## config.mk

```make
export PLATFORM = sky130hd
export DESIGN_NAME = musa_call_stack_flat
export DESIGN_NICKNAME = d
export VERILOG_FILES = /design/src/rtl/musa_pkg.sv /design/src/rtl/musa_call_stack_if.sv /design/src/rtl/musa_call_stack.sv /design/src/flat_wrapper.sv
export SDC_FILE = /design/constraint.sdc
export NUM_CORES = 1
export LEC_CHECK = 0
export ABC_AREA = 0
export BUFFER_PORTS_ARGS = -buffer_cell sky130_fd_sc_hd__buf_2
export CAP_MARGIN = 10
export CORE_UTILIZATION = 55
export CTS_CLUSTER_SIZE = 12
export DETAILED_ROUTE_END_ITERATION = 7
export GPL_TIMING_DRIVEN = 0
export PLACE_DENSITY = 0.68
export REMOVE_ABC_BUFFERS = 1
export SLEW_MARGIN = 20
export SYNTH_ARGS = -nofsm -noshare
export SYNTH_HDL_FRONTEND = slang
export SYNTH_SLANG_ARGS = --single-unit
```

## constraint.sdc

```tcl
create_clock -name clk -period 4.5 [get_ports clk]
set_input_delay 1.125 -clock clk [delete_from_list [all_inputs] [get_ports clk]]
set_output_delay 1.125 -clock clk [all_outputs]
set_load 0.005 [all_outputs]
```

## src/rtl/musa_pkg.sv

```systemverilog
// musa_pkg: shared MUSA constants and the call-stack operation decode used by the stack and the control unit.
package musa_pkg;
  localparam int MUSA_PC_W = 18;
  typedef enum logic [1:0] {
    SOP_NOP  = 2'b00,
    SOP_PUSH = 2'b10,
    SOP_POP  = 2'b01,
    SOP_REPL = 2'b11
  } stack_op_t;
  function automatic stack_op_t decode_op(input logic push, input logic pop);
    return stack_op_t'({push, pop});
  endfunction
endpackage

```

## src/rtl/musa_call_stack_if.sv

```systemverilog
// musa_call_stack_if: request/status bundle between the PC logic (master) and the return-address stack (slave).
interface musa_call_stack_if
  import musa_pkg::*;
#(
  parameter int ADDR_W = MUSA_PC_W,
  parameter int DEPTH  = 16,
  parameter int CNT_W  = $clog2(DEPTH + 1)
);
  logic              flush;
  logic              push;
  logic              pop;
  logic [ADDR_W-1:0] push_addr;
  logic [ADDR_W-1:0] top_addr;
  logic [CNT_W-1:0]  count;
  logic              empty;
  logic              full;
  logic              overflow;
  logic              underflow;
  modport master (
    output flush, push, pop, push_addr,
    input  top_addr, count, empty, full, overflow, underflow
  );
  modport slave (
    input  flush, push, pop, push_addr,
    output top_addr, count, empty, full, overflow, underflow
  );
endinterface

```

## src/rtl/musa_call_stack.sv

```systemverilog
// musa_call_stack: parametrised return-address stack with flush, replace and overflow/underflow pulses.
// Define MUSA_STACK_WRAP_EN to make a push at full overwrite the oldest entry (circular stack).
module musa_call_stack
  import musa_pkg::*;
#(
  parameter int ADDR_W = MUSA_PC_W,
  parameter int DEPTH  = 16,
  parameter int CNT_W  = $clog2(DEPTH + 1)
) (
  input logic               clk,
  input logic               rst_n,
  musa_call_stack_if.slave  bus
);
  localparam int IDX_W = $clog2(DEPTH);
  typedef logic [IDX_W-1:0] idx_t;

  logic [ADDR_W-1:0] mem [DEPTH];
  idx_t              wp, wp_n, wa;
  logic [CNT_W-1:0]  cnt, cnt_n;
  logic              we, ovf, unf, ovf_n, unf_n, is_full, is_empty;
  stack_op_t         op;

  // Explicit modulo so non-power-of-two depths wrap correctly.
  function automatic idx_t inc(input idx_t i);
    return (i == idx_t'(DEPTH - 1)) ? '0 : i + idx_t'(1);
  endfunction

  function automatic idx_t dec(input idx_t i);
    return (i == '0) ? idx_t'(DEPTH - 1) : i - idx_t'(1);
  endfunction

  assign op       = decode_op(bus.push, bus.pop);
  assign is_empty = (cnt == '0);
  assign is_full  = (cnt == CNT_W'(DEPTH));

  always_comb begin
    wp_n  = wp;
    cnt_n = cnt;
    we    = 1'b0;
    wa    = wp;
    ovf_n = 1'b0;
    unf_n = 1'b0;
    if (!bus.flush) begin
      unique case (op)
        SOP_PUSH: begin
          if (!is_full) begin
            we    = 1'b1;
            wp_n  = inc(wp);
            cnt_n = cnt + CNT_W'(1);
          end else begin
            ovf_n = 1'b1;
`ifdef MUSA_STACK_WRAP_EN
            we    = 1'b1;
            wp_n  = inc(wp);
`endif
          end
        end
        SOP_POP: begin
          if (!is_empty) begin
            wp_n  = dec(wp);
            cnt_n = cnt - CNT_W'(1);
          end else begin
            unf_n = 1'b1;
          end
        end
        SOP_REPL: begin
          we = 1'b1;
          if (!is_empty) begin
            wa = dec(wp);
          end else begin
            wp_n  = inc(wp);
            cnt_n = cnt + CNT_W'(1);
            unf_n = 1'b1;
          end
        end
        default: ;
      endcase
    end else begin
      wp_n  = '0;
      cnt_n = '0;
    end
  end

  always_ff @(posedge clk or negedge rst_n) begin
    if (!rst_n) begin
      for (int i = 0; i < DEPTH; i++) mem[i] <= '0;
      wp  <= '0;
      cnt <= '0;
      ovf <= 1'b0;
      unf <= 1'b0;
    end else begin
      if (we) mem[wa] <= bus.push_addr;
      wp  <= wp_n;
      cnt <= cnt_n;
      ovf <= ovf_n;
      unf <= unf_n;
    end
  end

  assign bus.top_addr  = is_empty ? '0 : mem[dec(wp)];
  assign bus.count     = cnt;
  assign bus.empty     = is_empty;
  assign bus.full      = is_full;
  assign bus.overflow  = ovf;
  assign bus.underflow = unf;
endmodule

```

## src/flat_wrapper.sv

```systemverilog
// flat-port wrapper written by rule: the top's interface ports become plain ports
module musa_call_stack_flat import musa_pkg::*;
#(
  parameter int ADDR_W = MUSA_PC_W,
  parameter int DEPTH  = 16,
  parameter int CNT_W  = $clog2(DEPTH + 1)
)
  (clk, rst_n, bus_flush, bus_push, bus_pop, bus_push_addr, bus_top_addr, bus_count, bus_empty, bus_full, bus_overflow, bus_underflow);
  musa_call_stack_if #(.ADDR_W(ADDR_W), .DEPTH(DEPTH), .CNT_W(CNT_W)) bus_i ();
  input logic clk;
  input logic rst_n;
  input wire logic [$bits(bus_i.flush)-1:0] bus_flush;
  input wire logic [$bits(bus_i.push)-1:0] bus_push;
  input wire logic [$bits(bus_i.pop)-1:0] bus_pop;
  input wire logic [$bits(bus_i.push_addr)-1:0] bus_push_addr;
  output wire logic [$bits(bus_i.top_addr)-1:0] bus_top_addr;
  output wire logic [$bits(bus_i.count)-1:0] bus_count;
  output wire logic [$bits(bus_i.empty)-1:0] bus_empty;
  output wire logic [$bits(bus_i.full)-1:0] bus_full;
  output wire logic [$bits(bus_i.overflow)-1:0] bus_overflow;
  output wire logic [$bits(bus_i.underflow)-1:0] bus_underflow;
  assign bus_i.flush = bus_flush;
  assign bus_i.push = bus_push;
  assign bus_i.pop = bus_pop;
  assign bus_i.push_addr = bus_push_addr;
  assign bus_top_addr = bus_i.top_addr;
  assign bus_count = bus_i.count;
  assign bus_empty = bus_i.empty;
  assign bus_full = bus_i.full;
  assign bus_overflow = bus_i.overflow;
  assign bus_underflow = bus_i.underflow;
  musa_call_stack #(.ADDR_W(ADDR_W), .DEPTH(DEPTH), .CNT_W(CNT_W)) u_core (.clk(clk), .rst_n(rst_n), .bus(bus_i));
endmodule
```

==> results of run 1 <==
==> through the flow <==
step	util (%)	instances
detailed placement	59.1	1253
global route	63.8	1315
global placement	57.7	1238
CTS	63.8	1315
finish	63.8	1315
floorplan	-	859
==> layout by cell type, fill, tap and decap left out, types with 10 or more instances in the layout <==
master,instances
mux2_4,20
mux2_2,252
nand2_1,31
a22oi_1,36
buf_2,48
o21ai_0,10
clkbuf_16,35
mux2_1,17
dfrtp_1,298
inv_1,11
mux4_2,72
==> how the worst min path moves through the flow <==
stage	slack, ns	end	start
finish	0.49	u_core.mem[248]$_DFFE_PN0P_	u_core.mem[248]$_DFFE_PN0P_
global route	0.50	u_core.mem[137]$_DFFE_PN0P_	u_core.mem[137]$_DFFE_PN0P_
CTS	0.49	u_core.mem[248]$_DFFE_PN0P_	u_core.mem[248]$_DFFE_PN0P_
detailed placement	0.47	u_core.mem[248]$_DFFE_PN0P_	u_core.mem[248]$_DFFE_PN0P_
global placement	0.47	u_core.mem[88]$_DFFE_PN0P_	u_core.mem[88]$_DFFE_PN0P_
floorplan	0.45	u_core.mem[247]$_DFFE_PN0P_	u_core.mem[247]$_DFFE_PN0P_
==> layer usage <==
metal  vias to the layer above  routed length (um)  track usage, %
met5                         -                  13               0
met4                         2                 551            6.29
met3                        42                1310            3.45
met2                       176               15500            41.3
met1                      4387               15200            38.2
li1                       3586                   -               -
==> worst max-delay path, delay by kind of cell, from the launching register on <==
kind,cells,cell delay [ns]
flops,1,0.61
simple gates,3,0.77
mux,1,0.32
compound gates,1,0.19
fa+ha+maj,1,0.22
buf+inv,3,0.64
==> flip-flops by register name, summed over array words and instances, names as in the netlist <==
name and cells:
u_core.mem 288, u_core.bus.overflow 1, u_core.bus.count 5, u_core.wp 4
u_core.bus.underflow 1
==> layout make-up <==
cell class | count | area [sq um] | area share, %
clock inverters | 8 | 96.3 | 0.596
repair buffers | 65 | 594 | 3.68
well taps | 330 | 413 | 2.55
multi-input cells | 549 | 6510 | 40.3
flip-flops and latches | 299 | 7490 | 46.3
clock buffers | 51 | 1020 | 6.28
inverters | 13 | 48.8 | 0.302
==> cells by family after synthesis <==
family                   share of synthesized area [%]
AO/OA/AOI/OAI                                     5.70
flip-flops                                        52.4
adder cells (fa/ha/maj)                          0.841
XOR/XNOR                                         0.184
multiplexers                                      34.9
buffers and inverters                             2.71
AND/OR/NAND/NOR                                   3.26
==> what timing repair did <==
item,4_1_cts,5_1_grt
pin swaps,1,0
cloned,3,0
buffers inserted,0,0
setup endpoints to repair,17,10
resized for setup,5,1
==> power groups by stage <==
stage,logic [W],registers (W),clock network [W]
floorplan,0.00178,0.00379,0
CTS,0.00245,0.00390,0.00280
finish,0.00243,0.00391,0.00275
detailed placement,0.00241,0.00393,0
global route,0.00261,0.00400,0.00290
global placement,0.00225,0.00390,0
==> impl_metrics.env, run 1 <==
export IMPL_clock_sinks=299
export IMPL_ys_seq_area_share_pct=52.4
export IMPL_drt_iter0_drc=521
export IMPL_setup_worst_path_end="bus_top_addr[6]"
export IMPL_nFillCells=1841
export IMPL_stdcell_area_sq_mm=0.0162
export IMPL_nNetsFinal=994
export IMPL_rsz0062_at_grt="no"
export IMPL_arrival_ns=3.28
export IMPL_io_pins=50
export IMPL_p_total_w=0.00909
export IMPL_cp_slowest_stage_delay_ns=0.61
export IMPL_worstReg2RegStart="u_core.wp[0]$_DFFE_PN0P_"
export IMPL_crit_chain="inv_2 > ha_4 > or3b_4 > nand2_8 > bufbuf_16 > mux4_2 > a22oi_1 > nand2_1 > buf_2"
export IMPL_hold_viol=0
export IMPL_p_sw_w=0.00255
export IMPL_reg2regPathDepth=7
export IMPL_drc=0
export IMPL_grt_overflow=0
export IMPL_track_usage_pct=26.0
export IMPL_die_h_um=163
export IMPL_fmax_mhz=227
export IMPL_yosys_top_cells_count="dfrtp_1 (299), mux2_2 (252), mux4_2 (72), a22oi_1 (36), clkbuf_1 (36)"
export IMPL_synth_top_area_share_pct=52.4
export IMPL_hold_class="flop to flop"
export IMPL_yosys_area_top_type="dfrtp_1"
export IMPL_viasPerCell=6.23
export IMPL_power_share_sequential_pct=43.0
export IMPL_first_global_vias=8508
export IMPL_grt_max_degree=87
export IMPL_syn_to_final_growth_pct=13.2
export IMPL_setup_viol=0
export IMPL_worstPathMaxFanout=18
export IMPL_start_util_pct=56.4
export IMPL_avgSynthCellArea_sq_um=15.4
export IMPL_cap_violations=0
export IMPL_drtPass1Iterations=5
export IMPL_cp_required_ns=3.38
export IMPL_clk_pin_slew_worst_paths_ns=0.06
export IMPL_final_max_slew_viol_count=0
export IMPL_wl_per_cell_um=24.7
export IMPL_setup_ws_ns=0.0925
export IMPL_die_area_sq_mm=0.0266
export IMPL_hold_depth=1
export IMPL_syn_inst=925
export IMPL_max_clock_path_buffers=3
export IMPL_drive_gt1_share_pct=50.8
export IMPL_status="finished clean"
export IMPL_clock_latency_ns=0.51
export IMPL_gp_congestion=0.828
export IMPL_reg2reg_slack_ns=0.59
export IMPL_p_clk_share_pct=30.3
export IMPL_antenna_left=0
export IMPL_placed_cell_area_sq_mm=0.0150
export IMPL_critPathKind="flop to primary output"
export IMPL_ir_drop_mv=0.403
export IMPL_ys_ff_latch=299
export IMPL_synth_distinct_cells=66
export IMPL_post_place_ws_ns=0.235
export IMPL_cp_start_kind="flop"
export IMPL_antenna_found_initial=1
export IMPL_switching_share_pct=28.0
export IMPL_cts_made_buffers=34
export IMPL_port_buffers=49
export IMPL_holdBufCountCts=0
export IMPL_cpMaxStageDelayCell="dfrtp_4"
export IMPL_diodes=0
export IMPL_ys_flop_type="dfrtp_1"
export IMPL_regToRegEndpoint="u_core.mem[153]$_DFFE_PN0P_"
export IMPL_fp_coreArea_sq_mm=0.0253
export IMPL_dieWidth_um=163
export IMPL_postRouteWirelength_um=32500
export IMPL_setup_tns_ns=0
export IMPL_powerDensity_mw_per_mm2=562
export IMPL_synth_most_common_cell="dfrtp_1"
export IMPL_fin_crit_sh_pct=97.9
export IMPL_whs_ns=0.488
export IMPL_dp_hpwl_um=18000
export IMPL_leakage_nw=7.55
export IMPL_ys_warn_count=0
export IMPL_rows=58
export IMPL_slew_headroom_pct=30.6
export IMPL_cts_tree="yes"
export IMPL_syn_cell_area_sq_mm=0.0143
export IMPL_worst_slew_pin_slew_ns=1.04
export IMPL_cts_root_buf="clkbuf_16"
export IMPL_fin_worst_skew_ns=0.00864
export IMPL_synth_area_top_cells="dfrtp_1 (52%), mux2_2 (20%), mux4_2 (11%)"
export IMPL_crit_start="u_core.wp[0]$_DFFE_PN0P_"
export IMPL_finalCriticalPeriod_ns=4.41
export IMPL_dr_total_vias=8193
export IMPL_end_kind="primary output"
export IMPL_async_reset_ff_share_pct=100
export IMPL_intPower_w=0.00654
export IMPL_grt_pass1_wl_um=51400
export IMPL_htreeDepth=2
export IMPL_synth_edf_count=0
export IMPL_comb_power_share_pct=26.7
Power figures use the tool's default switching activity.
==> run 2: changes to the inputs <==
--- a/config.mk
+++ b/config.mk
@@ -8,11 +8,11 @@
 export ABC_AREA = 0
 export BUFFER_PORTS_ARGS = -buffer_cell sky130_fd_sc_hd__buf_2
 export CAP_MARGIN = 10
-export CORE_UTILIZATION = 55
+export CORE_UTILIZATION = 50
 export CTS_CLUSTER_SIZE = 12
 export DETAILED_ROUTE_END_ITERATION = 7
 export GPL_TIMING_DRIVEN = 0
-export PLACE_DENSITY = 0.68
+export PLACE_DENSITY = 0.62
 export REMOVE_ABC_BUFFERS = 1
 export SLEW_MARGIN = 20
 export SYNTH_ARGS = -nofsm -noshare
==> run 2 against run 1 <==
Cell area grew 0.47%; power shrank 0.48%; count of clock-buffer cells in the layout shrank 4; largest power group unchanged; worst setup slack gained 0.083 ns; critical endpoint is now bus_top_addr[14]; cell count grew 3.5%; worst hold slack lost 0.0036 ns; critical path type unchanged; first-iteration DRC count shrank 17%; largest cell class unchanged; via count shrank 1.0%; sequential share of layout area shrank 0.22 points; combinational power is essentially flat.
==> impl_metrics.env, run 2 (synthesis results as in run 1) <==
export IMPL_final_max_slew_viol_count=0
export IMPL_syn_to_final_growth_pct=13.7
export IMPL_intPower_w=0.00654
export IMPL_hold_depth=1
export IMPL_cts_made_buffers=34
export IMPL_leakage_nw=7.55
export IMPL_cts_tree="yes"
export IMPL_multiInputGateArea_sq_mm=0.00650
export IMPL_cts_root_buf="clkbuf_16"
export IMPL_slew_headroom_pct=35.4
export IMPL_drive_gt1_share_pct=50.9
export IMPL_cap_violations=0
export IMPL_largest_reg_flops=288
export IMPL_clock_sinks=299
export IMPL_grt_max_degree=75
export IMPL_worstReg2RegStart="u_core.wp[0]$_DFFE_PN0P_"
export IMPL_layout_common_cells="dfrtp_1 (298), mux2_2 (252), mux4_2 (72)"
export IMPL_final_common_cell="dfrtp_1"
export IMPL_arrival_ns=3.20
export IMPL_powerDensity_mw_per_mm2=557
export IMPL_grt_overflow=0
export IMPL_antenna_left=0
export IMPL_nNetsFinal=997
export IMPL_p_sw_w=0.00251
export IMPL_ir_drop_mv=0.342
export IMPL_hold_end="u_core.mem[80]$_DFFE_PN0P_"
export IMPL_dp_hpwl_um=18300
export IMPL_drtPass1Iterations=5
export IMPL_path_delay_family="simple AND/OR/NAND/NOR gates"
export IMPL_hold_class="flop to flop"
export IMPL_grt_pass1_wl_um=50900
export IMPL_worstSetupPathDepth=9
export IMPL_switching_share_pct=27.7
export IMPL_stdcell_area_sq_mm=0.0162
export IMPL_hold_viol=0
export IMPL_max_clock_path_buffers=3
export IMPL_first_global_vias=8518
export IMPL_holdBufCountCts=0
export IMPL_nFillCells=2293
export IMPL_regToRegEndpoint="u_core.mem[159]$_DFFE_PN0P_"
export IMPL_drt_iter0_drc=434
export IMPL_cp_required_ns=3.38
export IMPL_worst_slew_pin_slew_ns=0.964
export IMPL_gp_congestion=0.814
export IMPL_seqCellArea_sq_mm=0.00749
export IMPL_die_h_um=171
export IMPL_power_share_sequential_pct=43.0
export IMPL_end_kind="primary output"
export IMPL_diodes=0
export IMPL_reg2regPathDepth=7
export IMPL_comb_power_share_pct=26.5
export IMPL_antenna_found_initial=1
export IMPL_drc=0
export IMPL_clk_pin_slew_worst_paths_ns=0.06
export IMPL_placed_cell_area_sq_mm=0.0150
export IMPL_htreeDepth=2
export IMPL_fin_crit_sh_pct=96.1
export IMPL_setup_ws_ns=0.176
export IMPL_finalCriticalPeriod_ns=4.32
export IMPL_p_clk_share_pct=30.5
export IMPL_dieWidth_um=171
export IMPL_largest_register="u_core.mem"
export IMPL_status="finished clean"
export IMPL_post_place_ws_ns=0.197
export IMPL_rows=61
export IMPL_cpMaxStageDelayCell="dfrtp_4"
export IMPL_fin_worst_skew_ns=0.0101
export IMPL_worstPathMaxFanout=20
export IMPL_cp_start_kind="flop"
export IMPL_setup_viol=0
export IMPL_die_area_sq_mm=0.0292
export IMPL_critPathKind="flop to primary output"
export IMPL_track_usage_pct=23.4
export IMPL_fp_coreArea_sq_mm=0.0279
export IMPL_dr_total_vias=8111
export IMPL_wl_per_cell_um=23.6
export IMPL_crit_chain="inv_2 > ha_4 > or3b_4 > nand2_8 > bufbuf_16 > mux4_2 > a22oi_1 > nand2_1 > buf_2"
export IMPL_clock_latency_ns=0.51
export IMPL_worstHoldStart="u_core.mem[80]$_DFFE_PN0P_"
export IMPL_cp_slowest_stage_delay_ns=0.59
export IMPL_path_buf_inv=3
export IMPL_fmax_mhz=231
export IMPL_port_buffers=49
export IMPL_postRouteWirelength_um=32100
export IMPL_start_util_pct=51.1
export IMPL_viasPerCell=5.96
export IMPL_io_pins=50
export IMPL_reg2reg_slack_ns=0.68
export IMPL_rsz0062_at_grt="no"
run 2: cell type report:
type                    instances  share of cell area (%)
clock buffers                  47                    6.04
clock inverters                 7                   0.716
inverters                      13                   0.300
multi-input cells             548                    40.0
flip-flops and latches        299                    46.1
well taps                     378                    2.91
repair buffers                 69                    3.92
run 2: worst max path at each step:
stage	from	to	slack [ns]
floorplan	u_core.wp[0]$_DFFE_PN0P_	bus_top_addr[3]	-1.06
global placement	rst_n	u_core.mem[184]$_DFFE_PN0P_	-3.56
detailed placement	u_core.wp[0]$_DFFE_PN0P_	bus_top_addr[9]	0.20
CTS	u_core.wp[0]$_DFFE_PN0P_	bus_top_addr[14]	0.12
global route	u_core.wp[1]$_DFFE_PN0P_	bus_top_addr[14]	0.06
finish	u_core.wp[0]$_DFFE_PN0P_	bus_top_addr[14]	0.18
run 2: timing repair:
action / 4_1_cts / 5_1_grt
endpoints found under the hold margin: 0 / 0
cloned: 2 / 0
setup buffers: 3 / 1
pin swaps: 2 / 1
endpoints found under the setup margin: 18 / 2
resized for setup: 5 / 1
run 2: worst reg2reg max path, cell delays in order, from the launching register on:
cell and delay (ns):
dfrtp_4 0.59, inv_2 0.16, ha_4 0.23, or3b_4 0.50, a221oi_1 0.34, o31a_1 0.56, nand3_2 0.79, mux2_2 0.54
run 2: power by group through the flow:
stage               Combinational (W)  Clock [W]  Sequential, W
finish                        0.00240    0.00276        0.00390
global placement              0.00227          0        0.00391
floorplan                     0.00178          0        0.00379
CTS                           0.00242    0.00282        0.00389
detailed placement            0.00236          0        0.00393
global route                  0.00259    0.00292        0.00400
run 2: metal layers:
layer | vias up | wire length (um) | GRT usage [%]
li1 | 3577 | - | -
met1 | 4345 | 14700 | 33.5
met2 | 148 | 15700 | 38.1
met3 | 39 | 1080 | 2.98
met4 | 2 | 516 | 5.55
met5 | - | 13 | 0
run 2: through the flow:
stage	util (%)	cells	total power, W	setup TNS, ns	hold slack [ns]
finish	58.1	1361	0.00905	0	0.485
global route	58.1	1361	0.00951	0	0.503
CTS	58.1	1360	0.00913	0	0.488
detailed placement	53.8	1301	0.00629	0	0.474
global placement	52.5	1286	0.00617	-1841.54	0.467
floorplan	-	859	0.00558	-169.15	0.453
